==> src/rtl/uart_pkg.sv <==
// Shared types and helpers for the parametrised UART receiver:
// FSM state encoding, parity mode, majority vote and clog2.
package uart_pkg;

    typedef enum logic [2:0] {
        IDLE,
        START,
        DATA,
        PARITY,
        STOP,
        BRK_WAIT
    } rx_state_e;

    typedef enum logic {
        PAR_ODD  = 1'b0,
        PAR_EVEN = 1'b1
    } par_mode_e;

    function automatic logic maj3(input logic a, input logic b, input logic c);
        return (a & b) | (a & c) | (b & c);
    endfunction

    function automatic int unsigned clog2(input int unsigned v);
        int unsigned r;
        r = 0;
        for (int unsigned i = 0; i < 32; i++) begin
            if ((64'd1 << i) < 64'(v)) r = i + 1;
        end
        return r;
    endfunction

endpackage

==> src/rtl/uart_rx_sampler.sv <==
// RX synchroniser, oversample tick counter and 3-sample majority vote.
// bit_stb marks the resolution tick of each bit; bit_val is valid with it.
module uart_rx_sampler
    import uart_pkg::*;
#(
    parameter int unsigned OVERSAMPLE  = 16,
    parameter int unsigned SYNC_STAGES = 2
) (
    input  logic clk,
    input  logic rst,
    input  logic rx,
    input  logic os_tick,
    input  logic clr,
    output logic rx_s,
    output logic bit_val,
    output logic bit_stb
);

    localparam int unsigned   CW     = clog2(OVERSAMPLE);
    localparam logic [CW-1:0] T_A    = CW'(OVERSAMPLE / 2 - 1);
    localparam logic [CW-1:0] T_B    = CW'(OVERSAMPLE / 2);
    localparam logic [CW-1:0] T_C    = CW'(OVERSAMPLE / 2 + 1);
    localparam logic [CW-1:0] T_WRAP = CW'(OVERSAMPLE - 1);

    logic [SYNC_STAGES-1:0] sync_q, sync_d;
    logic [CW-1:0]          cnt_q, cnt_d;
    logic                   samp_a_q, samp_a_d;
    logic                   samp_b_q, samp_b_d;

    assign rx_s = sync_q[SYNC_STAGES-1];

    always_comb begin
        sync_d   = {sync_q[SYNC_STAGES-2:0], rx};
        cnt_d    = cnt_q;
        samp_a_d = samp_a_q;
        samp_b_d = samp_b_q;
        if (clr) begin
            cnt_d = '0;
        end else if (os_tick) begin
            cnt_d = (cnt_q == T_WRAP) ? '0 : cnt_q + 1'b1;
            if (cnt_q == T_A) samp_a_d = rx_s;
            if (cnt_q == T_B) samp_b_d = rx_s;
        end
    end

    // Third vote is taken live on the resolution tick itself.
    assign bit_stb = os_tick && !clr && (cnt_q == T_C);
    assign bit_val = maj3(samp_a_q, samp_b_q, rx_s);

    always_ff @(posedge clk or negedge rst) begin
        if (!rst) begin
            sync_q   <= '1;
            cnt_q    <= '0;
            samp_a_q <= 1'b1;
            samp_b_q <= 1'b1;
        end else begin
            sync_q   <= sync_d;
            cnt_q    <= cnt_d;
            samp_a_q <= samp_a_d;
            samp_b_q <= samp_b_d;
        end
    end

endmodule

==> src/rtl/uart_rx_param.sv <==
// Parametrised oversampling UART receiver: frame FSM, shift register,
// parity/framing/break detection and valid/ready holding register.
module uart_rx_param
    import uart_pkg::*;
#(
    parameter int unsigned DATA_BITS   = 8,
    parameter int unsigned OVERSAMPLE  = 16,
    parameter int unsigned SYNC_STAGES = 2
) (
    input  logic                 clk,
    input  logic                 rst,
    input  logic                 rx,
    input  logic                 os_tick,
    input  logic                 pen,
    input  logic                 peven,
    input  logic                 stop2,
    output logic                 busy,
    output logic [DATA_BITS-1:0] dout,
    output logic                 dout_valid,
    input  logic                 dout_ready,
    output logic                 perr,
    output logic                 ferr,
    output logic                 overrun,
    output logic                 brk
);

    localparam int unsigned   CW       = clog2(OVERSAMPLE);
    localparam logic [3:0]    LAST_BIT = 4'(DATA_BITS - 1);
    localparam logic [CW-1:0] HI_LAST  = CW'(OVERSAMPLE - 1);

    rx_state_e            state_q, state_d;
    logic                 rx_s, bit_val, bit_stb, clr;
    logic                 is_break, stop_last, frame_done, exp_xor;
    logic [DATA_BITS-1:0] shift_q, shift_d;
    logic [3:0]           bit_cnt_q, bit_cnt_d;
    logic                 pen_q, pen_d, peven_q, peven_d, stop2_q, stop2_d;
    logic                 par_bit_q, par_bit_d, par_err_q, par_err_d;
    logic                 ferr_int_q, ferr_int_d, stop_idx_q, stop_idx_d;
    logic [CW-1:0]        hi_cnt_q, hi_cnt_d;
    logic [DATA_BITS-1:0] dout_q, dout_d;
    logic                 dout_valid_q, dout_valid_d, perr_q, perr_d, ferr_q, ferr_d;
    logic                 overrun_q, overrun_d, brk_q, brk_d;

    uart_rx_sampler #(
        .OVERSAMPLE (OVERSAMPLE),
        .SYNC_STAGES(SYNC_STAGES)
    ) u_sampler (
        .clk    (clk),
        .rst    (rst),
        .rx     (rx),
        .os_tick(os_tick),
        .clr    (clr),
        .rx_s   (rx_s),
        .bit_val(bit_val),
        .bit_stb(bit_stb)
    );

    always_ff @(posedge clk or negedge rst) begin
        if (!rst) state_q <= IDLE;
        else      state_q <= state_d;
    end

    always_comb begin
        state_d = state_q;
        unique case (state_q)
            IDLE:     if (!rx_s) state_d = START;
            START:    if (bit_stb) state_d = bit_val ? IDLE : DATA;
            DATA:     if (bit_stb && bit_cnt_q == LAST_BIT) state_d = pen_q ? PARITY : STOP;
            PARITY:   if (bit_stb) state_d = STOP;
            STOP: begin
                if (bit_stb) begin
                    if (is_break)       state_d = BRK_WAIT;
                    else if (stop_last) state_d = IDLE;
                end
            end
            BRK_WAIT: if (os_tick && rx_s && hi_cnt_q == HI_LAST) state_d = IDLE;
            default:  state_d = IDLE;
        endcase
    end

    always_comb begin
        busy       = (state_q != IDLE);
        clr        = (state_q == IDLE) && !rx_s;
        stop_last  = stop_idx_q || !stop2_q;
        // Break is judged on stop bit 1 only; a second stop bit is never awaited.
        is_break   = !stop_idx_q && (shift_q == '0) && (!pen_q || !par_bit_q) && !bit_val;
        frame_done = (state_q == STOP) && bit_stb && !is_break && stop_last;
        exp_xor    = (par_mode_e'(peven_q) == PAR_EVEN) ? 1'b0 : 1'b1;
    end

    always_comb begin
        shift_d      = shift_q;
        bit_cnt_d    = bit_cnt_q;
        pen_d        = pen_q;
        peven_d      = peven_q;
        stop2_d      = stop2_q;
        par_bit_d    = par_bit_q;
        par_err_d    = par_err_q;
        ferr_int_d   = ferr_int_q;
        stop_idx_d   = stop_idx_q;
        hi_cnt_d     = hi_cnt_q;
        dout_d       = dout_q;
        dout_valid_d = dout_valid_q;
        perr_d       = perr_q;
        ferr_d       = ferr_q;
        overrun_d    = 1'b0;
        brk_d        = 1'b0;

        case (state_q)
            IDLE: begin
                if (!rx_s) begin
                    pen_d      = pen;
                    peven_d    = peven;
                    stop2_d    = stop2;
                    bit_cnt_d  = '0;
                    par_bit_d  = 1'b0;
                    par_err_d  = 1'b0;
                    ferr_int_d = 1'b0;
                    stop_idx_d = 1'b0;
                end
            end
            DATA: begin
                if (bit_stb) begin
                    shift_d   = {bit_val, shift_q[DATA_BITS-1:1]};
                    bit_cnt_d = bit_cnt_q + 1'b1;
                end
            end
            PARITY: begin
                if (bit_stb) begin
                    par_bit_d = bit_val;
                    par_err_d = ((^shift_q) ^ bit_val) != exp_xor;
                end
            end
            STOP: begin
                if (bit_stb) begin
                    ferr_int_d = ferr_int_q | ~bit_val;
                    stop_idx_d = 1'b1;
                    hi_cnt_d   = '0;
                    brk_d      = is_break;
                end
            end
            BRK_WAIT: begin
                if (!rx_s)        hi_cnt_d = '0;
                else if (os_tick) hi_cnt_d = hi_cnt_q + 1'b1;
            end
            default: ;
        endcase

        if (dout_valid_q && dout_ready) dout_valid_d = 1'b0;
        if (frame_done) begin
            if (!dout_valid_q || dout_ready) begin
                dout_d       = shift_q;
                perr_d       = par_err_q;
                ferr_d       = ferr_int_q | ~bit_val;
                dout_valid_d = 1'b1;
            end else begin
                overrun_d = 1'b1;
            end
        end
    end

    always_ff @(posedge clk or negedge rst) begin
        if (!rst) begin
            shift_q      <= '0;
            bit_cnt_q    <= '0;
            pen_q        <= 1'b0;
            peven_q      <= 1'b0;
            stop2_q      <= 1'b0;
            par_bit_q    <= 1'b0;
            par_err_q    <= 1'b0;
            ferr_int_q   <= 1'b0;
            stop_idx_q   <= 1'b0;
            hi_cnt_q     <= '0;
            dout_q       <= '0;
            dout_valid_q <= 1'b0;
            perr_q       <= 1'b0;
            ferr_q       <= 1'b0;
            overrun_q    <= 1'b0;
            brk_q        <= 1'b0;
        end else begin
            shift_q      <= shift_d;
            bit_cnt_q    <= bit_cnt_d;
            pen_q        <= pen_d;
            peven_q      <= peven_d;
            stop2_q      <= stop2_d;
            par_bit_q    <= par_bit_d;
            par_err_q    <= par_err_d;
            ferr_int_q   <= ferr_int_d;
            stop_idx_q   <= stop_idx_d;
            hi_cnt_q     <= hi_cnt_d;
            dout_q       <= dout_d;
            dout_valid_q <= dout_valid_d;
            perr_q       <= perr_d;
            ferr_q       <= ferr_d;
            overrun_q    <= overrun_d;
            brk_q        <= brk_d;
        end
    end

    assign dout       = dout_q;
    assign dout_valid = dout_valid_q;
    assign perr       = perr_q;
    assign ferr       = ferr_q;
    assign overrun    = overrun_q;
    assign brk        = brk_q;

endmodule

==> config.mk <==
export PLATFORM = sky130hd
export DESIGN_NAME = uart_rx_param
export DESIGN_NICKNAME = d
export VERILOG_FILES = /design/src/rtl/uart_pkg.sv /design/src/rtl/uart_rx_sampler.sv /design/src/rtl/uart_rx_param.sv
export SDC_FILE = /design/constraint.sdc
export NUM_CORES = 1
export LEC_CHECK = 0
export CAP_MARGIN = 20
export CORE_MARGIN = 5
export CORE_UTILIZATION = 50
export CTS_CLUSTER_DIAMETER = 80
export CTS_CLUSTER_SIZE = 8
export DETAILED_ROUTE_END_ITERATION = 12
export PLACE_DENSITY = 0.71
export SETUP_SLACK_MARGIN = 0.4
export SLEW_MARGIN = 20
export SYNTH_ARGS = -nofsm -noshare
export SYNTH_HDL_FRONTEND = slang
export SYNTH_SLANG_ARGS = --single-unit
==> constraint.sdc <==
create_clock -name clk -period 2.88 [get_ports clk]
set_input_delay 0.432 -clock clk [delete_from_list [all_inputs] [get_ports clk]]
set_output_delay 0.432 -clock clk [all_outputs]
set_load 0.01 [all_outputs]
# --- Word level (Yosys, flattened, before mapping) ---
# Cells that the tools add are included.
totals:
  input_bits: 8
  output_inout_bits: 14
  reg_bits: 47
  wordCells: 137
classes:
  muxes: 38
  eq_ne: 21
  addsub: 3
  n_reduce_logical: 44
  n_bitwise: 10
ops:
  columns: ["operator", "count"]
  rows:
  - ["$mux W4", 8]
  - ["$mux W3", 9]
  - ["$pmux W3 S6", 1]
  - ["$reduce_and A3 Y1", 6]
  - ["$eq A4 B4 Y1 const B", 4]
  - ["$pmux W4 S2", 2]
  - ["$ne A2 B2 Y1 const B", 7]
  - ["$logic_and A1 B1 Y1", 13]
  - ["$mux W1", 13]
  - ["$add A4 B1 Y4 const B", 3]
  - ["$reduce_bool A2 Y1", 5]
  - ["$logic_not A1 Y1", 9]
  - ["$eq A4 B3 Y1 const B", 2]
  - ["$logic_not A8 Y1", 1]
  - ["$pmux W1 S2", 4]
  - ["$reduce_xor A8 Y1", 1]
  - ["$reduce_and A7 Y1", 1]
  - ["$eq A3 B2 Y1 const B", 2]
  - ["$eq A3 B3 Y1 const B", 2]
  - ["$ne A3 B3 Y1 const B", 2]
  - ["$reduce_and A2 Y1", 3]
  - ["$and A1 B1 Y1", 3]
  - ["$eq A3 B1 Y1 const B", 1]
  - ["$logic_not A3 Y1", 1]
  - ["7 further kinds", 13]

# --- Longest topological paths before layout ---
# Gate-level depths: netlist (run 1).
depth:
  depth_word: 9
  ltp_mapped: 9
  ltp_nobuf: 7

# --- Hierarchy ---
# Synthesis (run 1) repeated with hierarchy kept, for this count alone.
hier_totals:
  cells_unflattened: 216
  area_unflattened_um2: 2301.0
by_module_without_submodules:
  columns: ["module", "area_each_um2", "cells_each", "instances", "seq_area_each_um2"]
  rows:
  - ["uart_rx_param", 1908.1, 182, 1, 975.9]
  - ["uart_rx_sampler", 392.9, 34, 1, 205.2]

# --- Least setup slack after synthesis (run 1) ---
# No wires, ideal clock.
synth_timing:
  kind: "register to register"
  from: "register u_sampler.sync_q[1]"
  to: "register dout_q[0] (netlist: dout[0])"
  period_less_slack_ns: 1.954
  required_time_ns: 2.755
  arrival_ns: 1.829
  n_path_buf: 1
  setup_time_ns: 0.125
  stages_incl_launch_ff: 7
  slack_ns: 0.926
  cell_sequence: "dfstp_2 -> buf_6 -> maj3_4 -> a211oi_4 -> nor2_2 -> o211ai_4 -> mux2_2"
synth_between:
  elab_chain_len: 9
  elab_cells_between_ends: 16
  cone_classes: "4 x bitwise; 12 x reduce/logical"
synth_rtl:
  columns: ["item", "line", "text"]
  rows:
  - ["from (decl)", "uart_rx_sampler.sv:25", "logic [SYNC_STAGES-1:0] sync_q, sync_d;"]
  - ["from (signal assigned)", "uart_rx_sampler.sv:57", "sync_q <= sync_d;"]
  - ["$and A1 B1 Y1 or $logic_not A1 Y1 (tied branches)", null, null]
  - ["$or A1 B1 Y1 or $logic_and A1 B1 Y1 (tied branches)", "uart_pkg.sv:20, uart_rx_param.sv:83", null]
  - ["$or A1 B1 Y1 or $logic_not A1 Y1 (tied branches)", "uart_pkg.sv:20, uart_rx_sampler.sv:47", null]
  - ["$logic_not A1 Y1 or $logic_and A1 B1 Y1 (tied branches)", "uart_rx_param.sv:86, uart_rx_sampler.sv:47", null]
  - ["$logic_and A1 B1 Y1, on equally long branches", "uart_rx_param.sv:86, uart_rx_sampler.sv:47", null]
  - ["$logic_not A1 Y1 or $logic_and A1 B1 Y1 (tied branches)", "uart_rx_param.sv:87", "frame_done = (state_q == STOP) && bit_stb && !is_break && stop_last;"]
  - ["$logic_and A1 B1 Y1 (*) (2 in a row)", "uart_rx_param.sv:87", null]
  - ["$reduce_and A2 Y1 (no source line) (*)", null, null]
  - ["to (signal assigned)", "uart_rx_param.sv:191", "dout_q <= dout_d;"]
  - ["to (decl)", "uart_rx_param.sv:40", "logic [DATA_BITS-1:0] dout_q, dout_d;"]
# Mark *: on every way between the ends. The rest lies on a longest branch, timed or not.
# A chain may end at the register's enable or synchronous reset.

# --- Final worst setup path (run 1) ---
layout_timing:
  from: "register state_q[0]"
  to: "output port busy"
layout_between:
  elab_chain_len: 1
layout_rtl:
  columns: ["item", "line", "text"]
  rows:
  - ["from (decl)", "uart_rx_param.sv:31", "rx_state_e state_q, state_d;"]
  - ["from (signal assigned)", "uart_rx_param.sv:60", "else state_q <= state_d;"]
  - ["$reduce_bool A3 Y1", "uart_rx_param.sv:82", "busy = (state_q != IDLE);"]
  - ["to (decl)", "uart_rx_param.sv:17", "output logic busy,"]
# No other way between the ends.

==> flow_summary.json, run 1 <==
{
  "nets": 253,
  "drt_iter0_drc": 115,
  "grt_pass1_vias": 1516,
  "route.antenna.remaining_nets": 0,
  "grt_overflow": 0,
  "synth-seq-cells": 47,
  "cp-endpoint": "busy",
  "cts_buffer_depth": 2,
  "antenna_found_initial": 0,
  "synth.largest_area_cell": "dfrtp_1",
  "dp_hpwl_um": 2890,
  "setup_violations": 0,
  "crit_chain": "nor2_1, nand2_1, clkdlybuf4s50_1",
  "status": "completed",
  "endpoint_kind": "primary output",
  "die_h_um": 77.5,
  "power.density_nw_per_um2": 826,
  "p_leak_nw": 1.23,
  "cts_tree": "yes",
  "arrival_ns": 1.84,
  "finClkSkew_ns": 0.00676,
  "synth.distinct_cells": 40,
  "cts_sinks": 47,
  "cp-startpoint": "state_q[0]",
  "cp.depth": 3,
  "final_area_sq_um": 2620,
  "start_kind": "flop",
  "clock_latency_ns": 0.29,
  "gp_congestion": 0.789,
  "layout_common_cells": "dfrtp_1 (43), nand2_1 (32), clkdlybuf4s50_1 (20)",
  "io_pins": 22,
  "fin_tns_setup_ns": 0,
  "crit_slowest_cell": "dfrtp_1",
  "grt_usage": 0.144,
  "cp_max_fo": 15,
  "vias_per_cell": 5.41,
  "final_common_cell": "dfrtp_1",
  "port-buffer-count": 21,
  "ys_seq_area_frac": 0.519,
  "rows": 24,
  "rr_endpoint": "dout[1]",
  "vias": 1557,
  "grt_max_degree": 48,
  "wl_um": 4000,
  "finalPower_mw": 2.16,
  "syn-instance-count": 214,
  "synthTopCellsByArea": "dfrtp_1 (47%), mux2_2 (7.4%), nand2_1 (5.3%)",
  "period_needed_ns": 2.27,
  "htreeDepth": 2,
  "grt_pass1_wl_um": 7060,
  "wl_per_cell_um": 13.9,
  "clkTransAtPathRegs_ns": 0.08,
  "maxCapViolations": 0,
  "worstHoldPathType": "in2async",
  "ff2ff_path_depth": 5,
  "cts_root_buf": "clkbuf_8",
  "postPlaceCellArea_sq_um": 2530,
  "drtPass1Iterations": 4,
  "postSynthAreaPerCell_sq_um": 10.6,
  "syn_area_sq_um": 2280,
  "n_antenna_cell": 0,
  "critPathBufInv": 1,
  "rsz0062_at_grt": "false",
  "hold_viol": 0,
  "synth.net_count": 231,
  "cts_resized": 0,
  "min_period_over_period": 0.789,
  "drc_errors": 0,
  "path_delay_family": "flip-flops",
  "critPathKind": "reg2out",
  "initial_core_util": 0.519,
  "design.core.area_sq_um": 4380,
  "numCtsBuffers": 5,
  "syn_to_final_growth_pct": 14.9,
  "die_area_sq_um": 6000,
  "cts_setup_buffers": 0,
  "ctsHoldBuffers": 0,
  "slew_violations": 0,
  "max_stage_delay_ns": 0.63,
  "die_x_um": 77.5,
  "max_freq_ghz": 0.440,
  "r2r_start": "u_sampler.sync_q[1]",
  "r2r_setup_slack_ns": 0.83,
  "worst_slew_pin_slew_ns": 0.581,
  "yosysTopAreaCellShare": 0.473,
  "relSlewSlack": 0.613,
  "ir_worst_vdd_mv": 0.497,
  "drive_gt1_frac": 0.157,
  "critPathRequiredTime_ns": 2.45,
  "yosysWarnings": 0
}
registers in the layout, indices dropped and copies added, names as in the netlist, 2 cells and up:
name	cells
dout	8
shift_q	8
bit_cnt_q	4
hi_cnt_q	4
u_sampler.cnt_q	4
state_q	3
u_sampler.sync_q	2
power breakdown:
group | total [mW] | leakage (nW) | internal, mW | switching (mW)
Sequential | 0.999 | 0.589 | 0.823 | 0.177
Clock | 0.396 | 0.0470 | 0.189 | 0.208
Combinational | 0.765 | 0.592 | 0.390 | 0.375
area by class of cell:
| cell class | count | area, sq um |
|---|---|---|
| Clock buffer | 6 | 82.6 |
| Multi-Input combinational cell | 145 | 1000 |
| Fill cell | 388 | 1770 |
| Sequential cell | 47 | 1180 |
| Timing Repair Buffer | 24 | 230 |
| Tap cell | 52 | 65.1 |
| Inverter | 13 | 48.8 |
| Clock inverter | 1 | 5.00 |
synth_stat cells:
cell type / number
dfstp_2: 4
ha_1: 9
a21o_1: 1
and3_1: 1
nor3b_1: 1
xor2_1: 3
o32ai_1: 1
nand3_1: 7
o221ai_1: 2
nor2_2: 1
a22o_2: 1
a211oi_4: 1
or2b_1: 1
a32o_1: 2
nor4b_1: 2
o31ai_1: 2
mux2i_1: 1
o21bai_1: 1
o21ai_0: 16
dfrtp_1: 43
nor2_1: 16
xnor2_1: 5
a22o_1: 3
nand2_1: 32
clkbuf_1: 6
and4_2: 1
nor3b_2: 1
nand4_1: 5
nor2b_1: 3
mux2_2: 15
maj3_4: 1
inv_1: 13
nand2b_1: 2
nand3b_1: 1
o211ai_4: 1
buf_2: 2
buf_6: 1
and4b_1: 2
a21oi_1: 3
a31oi_1: 1
metrics by stage:
stage	instances	hold slack, ns	utilization	setup WS [ns]
2_1_floorplan	214	0.136	-	0.926
3_3_place_gp	281	0.346	0.576	0.635
3_5_place_dp	281	0.347	0.576	0.602
4_1_cts	288	0.348	0.596	0.610
5_1_grt	288	0.182	0.597	0.478
6_report	288	0.127	0.597	0.608
cell families after synthesis:
group	after synthesis	synth area share
flip-flops	47	0.519
AO/OA/AOI/OAI	35	0.112
XOR/XNOR	8	0.0308
multiplexers	16	0.0786
AND/OR/NAND/NOR	76	0.164
adder cells (fa/ha/maj)	10	0.0555
buffers and inverters	22	0.0407
layer usage:
metal,part of all wire,GRT usage
met5,0,0
met4,0.017,0.0601
met3,0.034,0.0313
met2,0.46,0.221
met1,0.49,0.197
worst min-delay path by stage:
stage / from / end / slack [ns] / cells after the start
after floorplan: rst / bit_cnt_q[0] / 0.14 / 0
after global placement: u_sampler.sync_q[0] / u_sampler.sync_q[1] / 0.35 / 0
after detailed placement: u_sampler.sync_q[0] / u_sampler.sync_q[1] / 0.35 / 0
after CTS: rst / perr / 0.35 / 1
after global routing: rst / ferr_int_q / 0.18 / 1
final: rst / overrun / 0.13 / 1
Power figures use the tool's default switching activity.
==> run 2: changes to the inputs <==
Clock period 2.88 ns to 2.1 ns, I/O delays scaled along.
==> flow_summary.json, run 2 (synthesis gave the netlist of run 1 again) <==
{
  "htreeDepth": 2,
  "wl_um": 5290,
  "drc_errors": 0,
  "drtPass1Iterations": 4,
  "fin_tns_setup_ns": 0,
  "drt_iter0_drc": 120,
  "r2r_start": "shift_q[1]",
  "wl_per_cell_um": 16.0,
  "setup_violations": 0,
  "cp_max_fo": 7,
  "seqPwrFrac": 0.353,
  "nets": 294,
  "endpoint_kind": "flop",
  "layout_common_cells": "dfrtp_1 (40), buf_4 (38), nand2_1 (31)",
  "critPathKind": "reg2reg",
  "place_inst": 293,
  "relSlewSlack": 0.651,
  "cts_sinks": 47,
  "hold_viol": 0,
  "rr_endpoint": "ferr",
  "worstHoldPathType": "reg2reg",
  "holdWs_ns": 0.359,
  "cts_tree": "yes",
  "start_kind": "flop",
  "dp_hpwl_um": 3090,
  "slew_violations": 0,
  "combinationalPowerShare": 0.443,
  "hold_end": "u_sampler.sync_q[1]",
  "worst_slew_pin_slew_ns": 0.524,
  "hold_path.startpoint": "u_sampler.sync_q[0]",
  "fin_cells": 330,
  "antenna_found_initial": 0,
  "grt_pass1_vias": 1711,
  "rows": 24,
  "drive_gt1_frac": 0.356,
  "regArea_sq_um": 1180,
  "finClkSkew_ns": 0.0145,
  "r2r_setup_slack_ns": 0.17,
  "clock_latency_ns": 0.30,
  "p_clk_frac": 0.203,
  "initial_core_util": 0.519,
  "maxCapViolations": 0,
  "multi_input_area_sq_um": 1160,
  "syn_to_final_growth_pct": 38.6,
  "gp_congestion": 0.760,
  "die_x_um": 77.5,
  "period_needed_ns": 1.93,
  "io_pins": 22,
  "vias": 1796,
  "vias_per_cell": 5.44,
  "port-buffer-count": 21,
  "design.core.area_sq_um": 4380,
  "route.antenna.remaining_nets": 0,
  "grt_pass1_wl_um": 8180,
  "p_leak_nw": 1.49,
  "power_switching_mw": 1.28,
  "critPathRequiredTime_ns": 2.29,
  "n_antenna_cell": 0,
  "ir_worst_vdd_mv": 0.605,
  "final_common_cell": "dfrtp_1",
  "grt_max_degree": 26,
  "grt_overflow": 0,
  "sw_frac_of_total": 0.336,
  "ff2ff_path_depth": 8,
  "arrival_ns": 2.12,
  "numCtsBuffers": 5,
  "clkTransAtPathRegs_ns": 0.09,
  "grt_usage": 0.170,
  "rsz0062_at_grt": "true",
  "hold_path_depth": 0,
  "die_area_sq_um": 6000,
  "min_period_over_period": 0.918,
  "die_h_um": 77.5,
  "n_fill_cell": 287,
  "status": "completed",
  "cts_root_buf": "clkbuf_8",
  "internal_power_mw": 2.53,
  "power.density_nw_per_um2": 1210,
  "cts_buffer_depth": 2,
  "max_freq_ghz": 0.519
}
-- run 2: changes by cell type in the layout (fill, tap and decap cells not counted), sizes merged --
cell / before / now
dlygate4sd3: 0 / 1
clkdlybuf4s15: 0 / 1
buf: 4 / 44
clkdlybuf4s50: 20 / 19
bufinv: 0 / 2
clkinv: 1 / 0
-- run 2: final cells by class --
type / instances / area share
timing repair buffer: 65 / 0.180
clock buffer: 6 / 0.0230
sequential: 47 / 0.375
tap: 52 / 0.0206
clock inverter: 2 / 0.0190
multi-input combinational: 145 / 0.366
inverter: 13 / 0.0155
-- run 2: worst max path at each step --
stage               depth (start not counted)  slack [ns]                start       to
floorplan                                   6        0.17  u_sampler.sync_q[1]  dout[0]
global placement                            6        0.09              os_tick  dout[1]
detailed placement                          6        0.04              os_tick     perr
CTS                                         8        0.18           shift_q[6]     perr
global route                                8        0.08           shift_q[1]  dout[7]
finish                                      8        0.17           shift_q[1]     ferr
-- run 2: power groups by stage --
| stage | Clock (mW) | Sequential [mW] | Combinational [mW] |
|---|---|---|---|
| 3_3_place_gp | 0 | 1.36 | 1.16 |
| 6_report | 0.777 | 1.35 | 1.69 |
| 4_1_cts | 0.798 | 1.34 | 1.32 |
| 3_5_place_dp | 0 | 1.36 | 1.19 |
| 5_1_grt | 0.833 | 1.38 | 1.85 |
| 2_1_floorplan | 0 | 1.30 | 0.885 |
-- run 2: timing repair --
item	4_1_cts	5_1_grt
resized for setup	24	24
cloned	0	0
endpoints found under the hold margin	18	0
hold buffers	1	0
setup endpoints to repair	30	26
pin swaps	8	5
buffers inserted	8	20
-- run 2: worst max-delay path, cell delays in order (launching register included) --
cell and delay, ns:
dfrtp_1 0.41, inv_2 0.09, ha_4 0.12, nand4_1 0.16, a211oi_4 0.24, nor2_2 0.09
o211ai_4 0.21, buf_8 0.18, mux2_4 0.31
-- run 2: metrics by stage --
stage / area (sq um) / worst slack, ns / util / power [mW]
global placement: 2640 / 0.0925 / 0.602 / 2.52
detailed placement: 2640 / 0.0421 / 0.602 / 2.55
floorplan: 2290 / 0.174 / - / 2.18
finish: 3160 / 0.173 / 0.720 / 3.82
global route: 3160 / 0.0787 / 0.720 / 4.06
CTS: 2920 / 0.182 / 0.665 / 3.46
-- run 2: per-layer routing --
| metal | routed length, um | vias up | global-route usage |
|---|---|---|---|
| met5 | 0 | - | 0 |
| met4 | 67 | 0 | 0.0670 |
| met3 | 244 | 7 | 0.0475 |
| met2 | 2620 | 44 | 0.258 |
| met1 | 2360 | 876 | 0.230 |
| li1 | - | 869 | - |
